$ cat config.mk
export PLATFORM = sky130hd
export DESIGN_NAME = wb_port_arb
export DESIGN_NICKNAME = d
export VERILOG_FILES = /design/src/rtl/wb_port_arb_pkg.sv /design/src/rtl/wb_res_fifo.sv /design/src/rtl/wb_port_arb.sv
export SDC_FILE = /design/constraint.sdc
export NUM_CORES = 1
export LEC_CHECK = 0
export BUFFER_PORTS_ARGS = -buffer_cell sky130_fd_sc_hd__buf_2
export CAP_MARGIN = 10
export CORE_MARGIN = 3
export CORE_UTILIZATION = 55
export DETAILED_ROUTE_END_ITERATION = 12
export GPL_TIMING_DRIVEN = 0
export HOLD_SLACK_MARGIN = 0.1
export PLACE_DENSITY = 0.77
export SYNTH_ARGS = -nofsm -noshare
export SYNTH_HDL_FRONTEND = slang
export SYNTH_HIERARCHICAL = 1
export SYNTH_SLANG_ARGS = --single-unit
$ cat constraint.sdc
create_clock -name clk -period 3.72 [get_ports clk]
set_input_delay 0.372 -clock clk [delete_from_list [all_inputs] [get_ports clk]]
set_output_delay 0.372 -clock clk [all_outputs]
set_load 0.02 [all_outputs]
$ cat src/rtl/wb_port_arb_pkg.sv
// ---------------------------------------------------------------------------
// wb_port_arb_pkg
// Shared widths, reset/idle constants and FSM encodings for the register-file
// write-port arbiter and its result FIFO.
//   REGADDR_W / REG_W   : register address / data widths
//   RSTENABLE           : level of rst that resets the block
//   WRITEBDISABLE       : rf_we value when nothing is written
//   NOPREGADDR/ZEROWORD : idle/reset address and data
//   ST_RUN / ST_DRAIN   : arbiter FSM state encodings
// ---------------------------------------------------------------------------
package wb_port_arb_pkg;

    localparam int REGADDR_W = 5;
    localparam int REG_W     = 32;

    localparam logic                 RSTENABLE     = 1'b1;
    localparam logic                 WRITEBDISABLE = 1'b0;
    localparam logic [REGADDR_W-1:0] NOPREGADDR    = 5'b00000;
    localparam logic [REG_W-1:0]     ZEROWORD      = 32'h0000_0000;

    localparam logic [0:0] ST_RUN   = 1'b0;
    localparam logic [0:0] ST_DRAIN = 1'b1;

    // One pending register-file write.
    typedef struct packed {
        logic [REGADDR_W-1:0] wd;
        logic [REG_W-1:0]     wdata;
    } wb_req_t;

    // A write to r0 is architecturally a no-op, so it never counts as live.
    function automatic logic is_live(input logic we, input logic [REGADDR_W-1:0] wd);
        return we && (wd != NOPREGADDR);
    endfunction

endpackage

$ cat src/rtl/wb_res_fifo.sv
// ---------------------------------------------------------------------------
// wb_res_fifo
// Multi-cycle result buffer. Each entry carries a valid bit so that entries
// overwritten by a newer pipeline write can be dropped without a write.
//   clk, rst          : clock, asynchronous active-high reset
//   i_push/i_push_vld : enqueue strobe and the valid bit stored with it
//   i_push_req        : address/data being enqueued
//   i_pop             : drop the head entry (caller guarantees non-empty)
//   i_kill/i_kill_addr: clear valid of every entry whose address matches
//   o_head_vld        : FIFO non-empty and head entry still valid
//   o_head_req        : head address/data
//   o_count           : registered occupancy (0..DEPTH)
// ---------------------------------------------------------------------------
module wb_res_fifo
    import wb_port_arb_pkg::*;
#(
    parameter  int DEPTH = 4,
    localparam int PTR_W = $clog2(DEPTH),
    localparam int CNT_W = $clog2(DEPTH) + 1
) (
    input  logic                 clk,
    input  logic                 rst,
    input  logic                 i_push,
    input  logic                 i_push_vld,
    input  wb_req_t              i_push_req,
    input  logic                 i_pop,
    input  logic                 i_kill,
    input  logic [REGADDR_W-1:0] i_kill_addr,
    output logic                 o_head_vld,
    output wb_req_t              o_head_req,
    output logic [CNT_W-1:0]     o_count
);

    wb_req_t          r_mem [DEPTH];
    logic [DEPTH-1:0] r_vld;
    logic [PTR_W-1:0] r_wr_ptr;
    logic [PTR_W-1:0] r_rd_ptr;
    logic [CNT_W-1:0] r_count;
    logic [DEPTH-1:0] w_vld_nxt;

    // Kill first, then pop, then push: the pushed entry's valid bit already
    // accounts for a same-cycle pipeline write to its address.
    always_comb begin
        w_vld_nxt = r_vld;
        for (int i = 0; i < DEPTH; i++) begin
            if (i_kill && r_vld[i] && (r_mem[i].wd == i_kill_addr))
                w_vld_nxt[i] = 1'b0;
        end
        if (i_pop)
            w_vld_nxt[r_rd_ptr] = 1'b0;
        if (i_push)
            w_vld_nxt[r_wr_ptr] = i_push_vld;
    end

    // Payload storage carries no reset; the valid bits qualify it.
    always_ff @(posedge clk) begin
        if (i_push)
            r_mem[r_wr_ptr] <= i_push_req;
    end

    // Pointers wrap naturally because DEPTH is a power of two.
    always_ff @(posedge clk or posedge rst) begin
        if (rst) begin
            r_vld    <= '0;
            r_wr_ptr <= '0;
            r_rd_ptr <= '0;
            r_count  <= '0;
        end else begin
            r_vld <= w_vld_nxt;
            if (i_push)
                r_wr_ptr <= r_wr_ptr + PTR_W'(1);
            if (i_pop)
                r_rd_ptr <= r_rd_ptr + PTR_W'(1);
            r_count <= r_count + CNT_W'(i_push) - CNT_W'(i_pop);
        end
    end

    assign o_head_vld = (r_count != '0) && r_vld[r_rd_ptr];
    assign o_head_req = r_mem[r_rd_ptr];
    assign o_count    = r_count;

endmodule

$ cat src/rtl/wb_port_arb.sv
// ---------------------------------------------------------------------------
// wb_port_arb
// Shares the single register-file write port between the in-order pipeline
// write-back (always wins) and buffered multi-cycle unit results, which drain
// into idle write-back slots. Requests a pipeline stall when the buffer fills
// or its head has waited STARVE_LIMIT cycles.
//   clk, rst                       : clock, asynchronous active-high reset
//   pipe_wreg/pipe_wd/pipe_wdata   : MEM/WB stage write-back request
//   mc_valid/mc_wd/mc_wdata        : multi-cycle unit result
//   mc_ready                       : buffer has room (from registered count)
//   rf_we/rf_waddr/rf_wdata        : registered register-file write port
//   stallreq                       : registered stall request
// ---------------------------------------------------------------------------
module wb_port_arb
    import wb_port_arb_pkg::*;
#(
    parameter int DEPTH        = 4,
    parameter int STARVE_LIMIT = 8
) (
    input  logic                 clk,
    input  logic                 rst,
    input  logic                 pipe_wreg,
    input  logic [REGADDR_W-1:0] pipe_wd,
    input  logic [REG_W-1:0]     pipe_wdata,
    input  logic                 mc_valid,
    input  logic [REGADDR_W-1:0] mc_wd,
    input  logic [REG_W-1:0]     mc_wdata,
    output logic                 mc_ready,
    output logic                 rf_we,
    output logic [REGADDR_W-1:0] rf_waddr,
    output logic [REG_W-1:0]     rf_wdata,
    output logic                 stallreq
);

    localparam int CNT_W = $clog2(DEPTH) + 1;
    localparam int SW    = $clog2(STARVE_LIMIT + 1);

    logic                 w_live;
    logic                 w_push;
    logic                 w_push_vld;
    logic                 w_pop;
    logic                 w_mc_wr;
    logic                 w_nonempty;
    logic                 w_head_vld;
    wb_req_t              w_head_req;
    wb_req_t              w_push_req;
    logic [CNT_W-1:0]     w_count;
    logic [0:0]           w_state_nxt;

    logic                 r_rf_we;
    logic [REGADDR_W-1:0] r_rf_waddr;
    logic [REG_W-1:0]     r_rf_wdata;
    logic                 r_stallreq;
    logic [0:0]           r_state;
    logic [SW-1:0]        r_starve;

    assign w_live     = is_live(pipe_wreg, pipe_wd);
    assign mc_ready   = (w_count < CNT_W'(DEPTH));
    assign w_push     = mc_valid && mc_ready;
    // A result aimed at r0, or beaten by a same-cycle pipeline write to the
    // same register, is still accepted but must never reach the register file.
    assign w_push_vld = (mc_wd != NOPREGADDR) && !(w_live && (pipe_wd == mc_wd));
    assign w_push_req = '{wd: mc_wd, wdata: mc_wdata};
    assign w_nonempty = (w_count != '0);
    // Dead heads are discarded regardless of pipeline activity; live heads
    // only take slots the pipeline leaves free.
    assign w_pop      = w_nonempty && (!w_head_vld || !w_live);
    assign w_mc_wr    = w_head_vld && !w_live;

    wb_res_fifo #(
        .DEPTH (DEPTH)
    ) u_fifo (
        .clk         (clk),
        .rst         (rst),
        .i_push      (w_push),
        .i_push_vld  (w_push_vld),
        .i_push_req  (w_push_req),
        .i_pop       (w_pop),
        .i_kill      (w_live),
        .i_kill_addr (pipe_wd),
        .o_head_vld  (w_head_vld),
        .o_head_req  (w_head_req),
        .o_count     (w_count)
    );

    // Write port: address/data hold their last value on idle cycles.
    always_ff @(posedge clk or posedge rst) begin
        if (rst) begin
            r_rf_we    <= WRITEBDISABLE;
            r_rf_waddr <= NOPREGADDR;
            r_rf_wdata <= ZEROWORD;
        end else begin
            r_rf_we <= w_live || w_mc_wr;
            if (w_live) begin
                r_rf_waddr <= pipe_wd;
                r_rf_wdata <= pipe_wdata;
            end else if (w_mc_wr) begin
                r_rf_waddr <= w_head_req.wd;
                r_rf_wdata <= w_head_req.wdata;
            end
        end
    end

    // Starvation counter: a head that is not popped must be valid, so it
    // only counts while the pipeline keeps the port busy.
    always_ff @(posedge clk or posedge rst) begin
        if (rst) begin
            r_starve <= '0;
        end else if (w_pop || !w_nonempty) begin
            r_starve <= '0;
        end else if (w_head_vld && (r_starve != SW'(STARVE_LIMIT))) begin
            r_starve <= r_starve + SW'(1);
        end
    end

    always_comb begin
        w_state_nxt = r_state;
        case (r_state)
            ST_RUN: begin
                if ((w_count == CNT_W'(DEPTH)) || (r_starve == SW'(STARVE_LIMIT)))
                    w_state_nxt = ST_DRAIN;
            end
            ST_DRAIN: begin
                if (!w_nonempty)
                    w_state_nxt = ST_RUN;
            end
            default: w_state_nxt = ST_RUN;
        endcase
    end

    always_ff @(posedge clk or posedge rst) begin
        if (rst) begin
            r_state    <= ST_RUN;
            r_stallreq <= 1'b0;
        end else begin
            r_state    <= w_state_nxt;
            r_stallreq <= (w_state_nxt == ST_DRAIN);
        end
    end

    assign rf_we    = r_rf_we;
    assign rf_waddr = r_rf_waddr;
    assign rf_wdata = r_rf_wdata;
    assign stallreq = r_stallreq;

endmodule
==> flow_metrics.env, run 1 <==
export IMPL_path_class="reg2reg"
export IMPL_final_hold_violation_count=0
export IMPL_antenna_found_initial=0
export IMPL_skew_ns=0.0147
export IMPL_critPathLaunchType="register"
export IMPL_finalSetupViolCount=0
export IMPL_die_area_sq_mm=0.0169
export IMPL_cellPowerDensity_mw_per_mm2=719
export IMPL_reg2reg_to="u_fifo/o_count[2]"
export IMPL_status="completed"
export IMPL_min_from="pipe_wdata[27]"
export IMPL_final_area_sq_mm=0.0105
export IMPL_fin_crit_ns=3.38
export IMPL_ys_ff_latch=202
export IMPL_path_clk_slew_ns=0.06
export IMPL_fp_dieH_um=130
export IMPL_hpwl_um=11900
export IMPL_diodes=0
export IMPL_final_layout_size_suffix_gt1_share_pct=34.0
export IMPL_grt_ovfl_total=0
export IMPL_finalCritPeriodShare_pct=90.9
export IMPL_syn_nets=580
export IMPL_fin_nets=775
export IMPL_cts_made_buffers=21
export IMPL_post_drt_wl_per_cell_um=20.9
export IMPL_synth_distinct_cells=35
export IMPL_htree_levels=1
export IMPL_worstSetupEndpointType="register"
export IMPL_worstReg2RegStart="u_fifo/r_rd_ptr[0]"
export IMPL_synth_ff_type="edfxtp_1"
export IMPL_syn_area_sq_mm=0.00844
export IMPL_grt_pass1_vias=5210
export IMPL_post_place_cells=795
export IMPL_grt_max_degree=32
export IMPL_clock_latency_ns=0.49
export IMPL_clockBufferDepth=3
export IMPL_start_util_pct=57.2
export IMPL_relSlewSlack_pct=42.5
export IMPL_hold_path_class="in2reg"
export IMPL_area_growth_syn_to_layout_pct=24.6
export IMPL_cp_max_fo=10
export IMPL_antenna_left=0
export IMPL_slew_violations=0
export IMPL_cap_violations=0
export IMPL_leakage_nw=4.07
export IMPL_ios=118
export IMPL_vias=5052
export IMPL_tritoncts="built"
export IMPL_final_util_pct=71.3
export IMPL_reg2reg_depth=14
export IMPL_n_fill_cell=954
export IMPL_drc=0
export IMPL_portBuffers=117
export IMPL_hold_path_depth=3
export IMPL_synth_edf_count=148
export IMPL_cts_sinks=202
export IMPL_ctsRootBufferMaster="clkbuf_16"
export IMPL_worst_pin_slew_ns=0.862
export IMPL_yosysWarnings=6
export IMPL_rows=44
export IMPL_clock_fmax_ghz=0.296
export IMPL_crit_arrival_ns=3.79
export IMPL_reg2reg_slack_ns=0.34
export IMPL_rsz0062_at_grt="false"
export IMPL_finalSetupTns_ns=0
export IMPL_peakVddDrop_mv=0.507
export IMPL_place_gp_congestion=0.876
export IMPL_post_dp_cell_area_sq_mm=0.00937
export IMPL_die_x_um=130
export IMPL_required_ns=4.13
export IMPL_hold_ws_ns=0.111
export IMPL_grt_pass1_wl_um=28700
export IMPL_syn_inst=489
export IMPL_synthArstFlopShare_pct=26.7
export IMPL_worstSetupStartpoint="u_fifo/r_rd_ptr[0]"
export IMPL_whs_endpoint="rf_wdata[27]"
export IMPL_drt_total_wl_um=18500
export IMPL_grtUsageTotal_pct=22.4
export IMPL_core_area_sq_mm=0.0148
export IMPL_drt_iter0_markers=413
export IMPL_firstDrtPassIters=5
export IMPL_syn_area_per_cell_sq_um=17.3
export IMPL_finalNonFillerCells=882
export IMPL_via_per_inst=5.73
export IMPL_ys_seq_area_share_pct=68.6
[per-layer routing]
layer | wire length (um) | vias to the layer above | global-route usage [%]
met4 | 317 | 0 | 5.32
met3 | 1120 | 29 | 3.40
met1 | 7290 | 2565 | 31.4
met2 | 9720 | 202 | 37.8
li1 | - | 2256 | -
met5 | 0 | - | 0
[flip-flops by register name, indices dropped and copies added, names as in the netlist]
register	flops
u_fifo/r_vld	4
u_fifo/o_count	3
u_fifo/r_wr_ptr	2
rf_wdata	32
u_fifo/r_mem	148
rf_waddr	5
r_state	1
u_fifo/r_rd_ptr	2
rf_we	1
r_starve	4
[where the power goes]
group	leakage, nW	switching (mW)	internal, mW	total [mW]
clock network	0.324	0.803	1.17	1.97
logic	1.74	1.37	1.14	2.50
registers	2.01	0.214	2.88	3.09
[synth_stat cells, drive strengths merged (5+ instances only)]
master    n  share of area (%)
buf      19                2.1
o21ai    41                3.4
mux2i    38                4.5
xor2     22                2.3
nand2    48                2.1
inv      18               0.83
edfxtp  148                 53
mux4     38                 10
xnor2    10                1.0
nor4      5               0.37
nor3      6               0.36
dfrtp    54                 16
ha       12                1.8
[worst max-delay path by stage]
stage / to / slack (ns) / depth (start not counted)
finish: u_fifo/o_count[2] / 0.34 / 14
floorplan: u_fifo/o_count[2] / 0.71 / 14
CTS: u_fifo/o_count[2] / 0.14 / 14
global placement: u_fifo/o_count[2] / 0.26 / 14
detailed placement: u_fifo/o_count[2] / 0.18 / 14
global route: u_fifo/o_count[2] / 0.12 / 14
[cells in the final DEF (no fill, tap or decap), drive strengths merged]
| master | count |
|---|---|
| nor3 | 6 |
| nor2 | 3 |
| nand2 | 48 |
| dlygate4sd3 | 50 |
| fa | 1 |
| a31oi | 4 |
| edfxtp | 148 |
| xor2 | 22 |
| ha | 12 |
| inv | 19 |
| nand3b | 1 |
| nand2b | 1 |
| nand3 | 2 |
| bufinv | 1 |
| or2b | 1 |
| or4 | 1 |
| mux4 | 38 |
| a41oi | 4 |
| nor2b | 1 |
| clkbuf | 31 |
| buf | 141 |
| a21oi | 3 |
| xnor2 | 10 |
| dfrtp | 54 |
| o31a | 1 |
| mux2i | 38 |
| o21ai | 41 |
| and3 | 4 |
| clkinv | 7 |
| nor4 | 5 |
[worst max-delay path, cell delays in order, from the launching register on]
cell and delay (ns):
dfrtp_1 0.40, buf_6 0.15, buf_6 0.18, mux4_2 0.32, o31a_1 0.11, clkbuf_1 0.15, clkbuf_2 0.29, a21oi_2 0.46
ha_1 0.31, inv_1 0.06, ha_1 0.13, inv_1 0.05, fa_1 0.37, xnor2_1 0.19, xnor2_1 0.14
[metrics by stage]
stage	power, mW	worst slack, ns
global placement	5.47	0.263
global route	7.95	0.118
finish	7.57	0.339
CTS	7.63	0.144
floorplan	4.86	0.707
detailed placement	5.61	0.178
[cells by family (layout without fill, tap and decap cells)]
| kind of cell | Yosys count | after routing | synth area share, % |
|---|---|---|---|
| flops | 202 | 202 | 68.6 |
| compound gates | 53 | 53 | 4.45 |
| simple gates | 73 | 73 | 3.87 |
| xor+xnor | 32 | 32 | 3.32 |
| fa+ha+maj | 13 | 13 | 2.02 |
| buf+inv | 40 | 249 | 3.08 |
| mux | 76 | 76 | 14.6 |
[area by class of cell]
type	instances	area [sq um]	share of cell area, %
sequential	202	5800	55.1
tap	184	230	2.19
timing repair buffer	172	1190	11.3
clock buffer	28	582	5.53
multi-input combinational	247	2390	22.7
buffer	22	191	1.82
clock inverter	9	70.1	0.666
inverter	18	70.1	0.666
[what timing repair did]
action                     in CTS  in global routing
setup buffers                   0                  0
resized for setup               0                  2
hold endpoints to repair      141                  4
setup endpoints to repair       0                  1
hold buffers                   49                  1
(Power assumes the default switching activity.)
==> run 2, diff against run 1 <==
Settings changed: ABC_AREA set to 1.
==> run 2 against run 1 <==
Effect of this change:
- final cell count up 40%
- clock-buffer cell count is 3 lower
- first-iteration DRC count up 61%
- sequential power grew 4%
- power rose by 12%
- combinational power rose by 24%
- via count rose by 39%
- wire length is 28% higher
- synthesized area increased by 2.6%
==> flow_metrics.env, run 2 <==
export IMPL_worstSetupEndpointType="register"
export IMPL_wl_met3_um=2360
export IMPL_clock_fmax_ghz=0.308
export IMPL_fin_crit_ns=3.24
export IMPL_largest_register="u_fifo/r_mem"
export IMPL_grt_ovfl_total=0
export IMPL_grt_pass1_vias=6888
export IMPL_cpPeakStageDelay_ns=0.51
export IMPL_finalSetupTns_ns=0
export IMPL_seqPwrFrac_pct=37.9
export IMPL_synth_most_common_cell="edfxtp_1"
export IMPL_start_util_pct=56.6
export IMPL_place_gp_congestion=0.861
export IMPL_p_comb_share_pct=36.8
export IMPL_p_switching_mw=3.23
export IMPL_fp_dieH_um=132
export IMPL_yosysWarnings=6
export IMPL_ys_seq_area_share_pct=66.9
export IMPL_hold_path_class="in2reg"
export IMPL_synth_edf_count=148
export IMPL_drt_total_wl_um=23600
export IMPL_firstDrtPassIters=5
export IMPL_syn_inst=805
export IMPL_pwr_share_clk_pct=25.3
export IMPL_rows=45
export IMPL_core_area_sq_mm=0.0153
export IMPL_drc=0
export IMPL_cellPowerDensity_mw_per_mm2=777
export IMPL_timing_critical_path_mode_cell="inv_1"
export IMPL_status="completed"
export IMPL_die_x_um=132
export IMPL_ctsRootBufferMaster="clkbuf_16"
export IMPL_htree_levels=1
export IMPL_peakVddDrop_mv=0.525
export IMPL_yosysTopAreaCell="edfxtp_1"
export IMPL_largest_reg_flops=148
export IMPL_synthArstFlopShare_pct=26.7
export IMPL_rsz0062_at_grt="false"
export IMPL_n_fill_cell=1065
export IMPL_grt_max_degree=40
export IMPL_cts_resized=0
export IMPL_area_growth_syn_to_layout_pct=25.3
export IMPL_portBuffers=117
export IMPL_syn_area_sq_mm=0.00867
export IMPL_place_ws_ns=0.577
export IMPL_synth_top_area_share_pct=51.3
export IMPL_tritoncts="built"
export IMPL_switching_share_pct=38.2
export IMPL_multiInputGateArea_sq_mm=0.00241
export IMPL_ys_ff_latch=202
export IMPL_final_cell_mix="edfxtp_1 (148), buf_2 (137), nand2_1 (134)"
export IMPL_critPathLaunchType="register"
export IMPL_met2_length_um=11600
export IMPL_required_ns=4.10
export IMPL_ys_top_cells_by_count="edfxtp_1 (148), nand2_1 (134), nand3_1 (119), nor2_1 (93), o21ai_0 (73)"
export IMPL_finalWorstSetupSlack_ns=0.477
export IMPL_antenna_found_initial=1
export IMPL_power_internal_mw=5.21
export IMPL_final_util_pct=70.9
export IMPL_worst_pin_slew_ns=1.01
export IMPL_clockBufferDepth=3
export IMPL_final_common_cell="edfxtp_1"
export IMPL_path_clk_slew_ns=0.06
export IMPL_highest_layer="met4"
export IMPL_ff_latch_area_sq_mm=0.00580
export IMPL_path_class="reg2reg"
export IMPL_ios=118
export IMPL_leakage_nw=4.56
export IMPL_cts_sinks=202
export IMPL_antenna_left=0
export IMPL_syn_area_per_cell_sq_um=10.8
export IMPL_cp_cell_sequence="buf_6 > buf_2 > o21ai_0 > a21oi_1 > inv_1 > buf_2 > o21ai_0 > inv_1 > ha_1 > inv_1 > ha_1 > inv_1 > fa_1 > xnor2_1"
export IMPL_vias=6998
export IMPL_final_layout_size_suffix_gt1_share_pct=18.7
export IMPL_grt_pass1_wl_um=36200
export IMPL_final_hold_violation_count=0
export IMPL_finalCritPeriodShare_pct=87.2
export IMPL_relSlewSlack_pct=32.9
export IMPL_hpwl_um=14400
export IMPL_synth_top_cells_by_area="edfxtp_1 (51%), dfrtp_1 (16%), nand3_1 (6.9%), nand2_1 (5.8%), o21ai_0 (4.2%)"
export IMPL_drt_met1_wl_um=9180
export IMPL_die_area_sq_mm=0.0173
export IMPL_via_per_inst=5.68
export IMPL_skew_ns=0.00736
export IMPL_clock_latency_ns=0.50
export IMPL_crit_arrival_ns=3.62
export IMPL_syn_nets=896
export IMPL_cpMaxStageDelayCell="dfrtp_1"
export IMPL_post_drt_wl_per_cell_um=19.2
export IMPL_cap_violations=0
export IMPL_slew_violations=0
export IMPL_drt_iter0_markers=666
export IMPL_cp_max_fo=10
export IMPL_synth_distinct_cells=27
export IMPL_finalSetupViolCount=0
export IMPL_synth_ff_type="edfxtp_1"
export IMPL_fin_nets=1095
export IMPL_cts_made_buffers=21
export IMPL_grtUsageTotal_pct=26.5
==> run 2: logic make-up after synthesis <==
kind of cell,Yosys count,synth area share (%)
compound gates,129,8.01
xor+xnor,8,0.808
fa+ha+maj,13,1.96
buf+inv,102,5.30
flops,202,66.9
simple gates,351,17.0
==> run 2: power groups by stage <==
stage | clock, mW | combinational [mW] | sequential (mW)
after floorplan | 0 | 1.67 | 3.44
after global placement | 0 | 2.88 | 3.22
after detailed placement | 0 | 2.98 | 3.22
after CTS | 2.16 | 3.06 | 3.18
after global routing | 2.25 | 3.36 | 3.24
final | 2.14 | 3.11 | 3.20
==> run 2: path summary, 6_finish.rpt <==
path / startpoint / endpoint / slack [ns] / depth (start not counted)
setup / recovery: u_fifo/r_rd_ptr[0] / u_fifo/o_count[2] / 0.48 / 14
hold / removal: pipe_wdata[23] / rf_wdata[23] / 0.11 / 3
setup reg to reg: u_fifo/r_rd_ptr[0] / u_fifo/o_count[2] / 0.48 / 14
hold reg to reg: rf_wdata[14] / rf_wdata[14] / 0.51 / 2
max in group asynchronous: rst / rf_wdata[20] / 2.73 / 4
min in group asynchronous: rst / u_fifo/o_count[1] / 0.46 / 3
==> run 2: layer usage <==
metal,vias up,track usage (%)
met5,-,0
met4,0,8.40
met3,53,5.47
met2,417,45.4
met1,3334,34.1
li1,3194,-
==> run 2: layout make-up <==
cell class | count | area share, %
buffer | 46 | 2.27
clock inverter | 13 | 1.28
inverter | 56 | 1.96
multi-input combinational | 501 | 22.2
sequential | 202 | 53.4
tap | 211 | 2.43
timing repair buffer | 176 | 11.2
clock buffer | 25 | 5.25
antenna | 1 | 0.0230
==> run 2: timing repair <==
action                                  4_1_cts  5_1_grt
endpoints found under the setup margin        0        0
hold buffers                                 54        1
setup buffers                                 0        0
endpoints found under the hold margin       169        3
==> run 2: metrics by stage <==
| step | total power [mW] | instances | hold slack (ns) | area [sq um] |
|---|---|---|---|---|
| 4_1_cts | 8.40 | 1229 | 0.102 | 10800 |
| 6_report | 8.44 | 1231 | 0.114 | 10900 |
| 2_1_floorplan | 5.11 | 805 | 0.224 | 8670 |
| 3_3_place_gp | 6.10 | 1133 | 0.407 | 9520 |
| 5_1_grt | 8.85 | 1231 | 0.112 | 10900 |
| 3_5_place_dp | 6.20 | 1137 | 0.414 | 9600 |
==> run 2: worst max-delay path, delay by kind of cell, from the launching register on <==
kind	cells	cell delay, ns
buf+inv	7	0.99
fa+ha+maj	3	0.80
compound gates	3	0.67
flops	1	0.51
xor+xnor	1	0.15
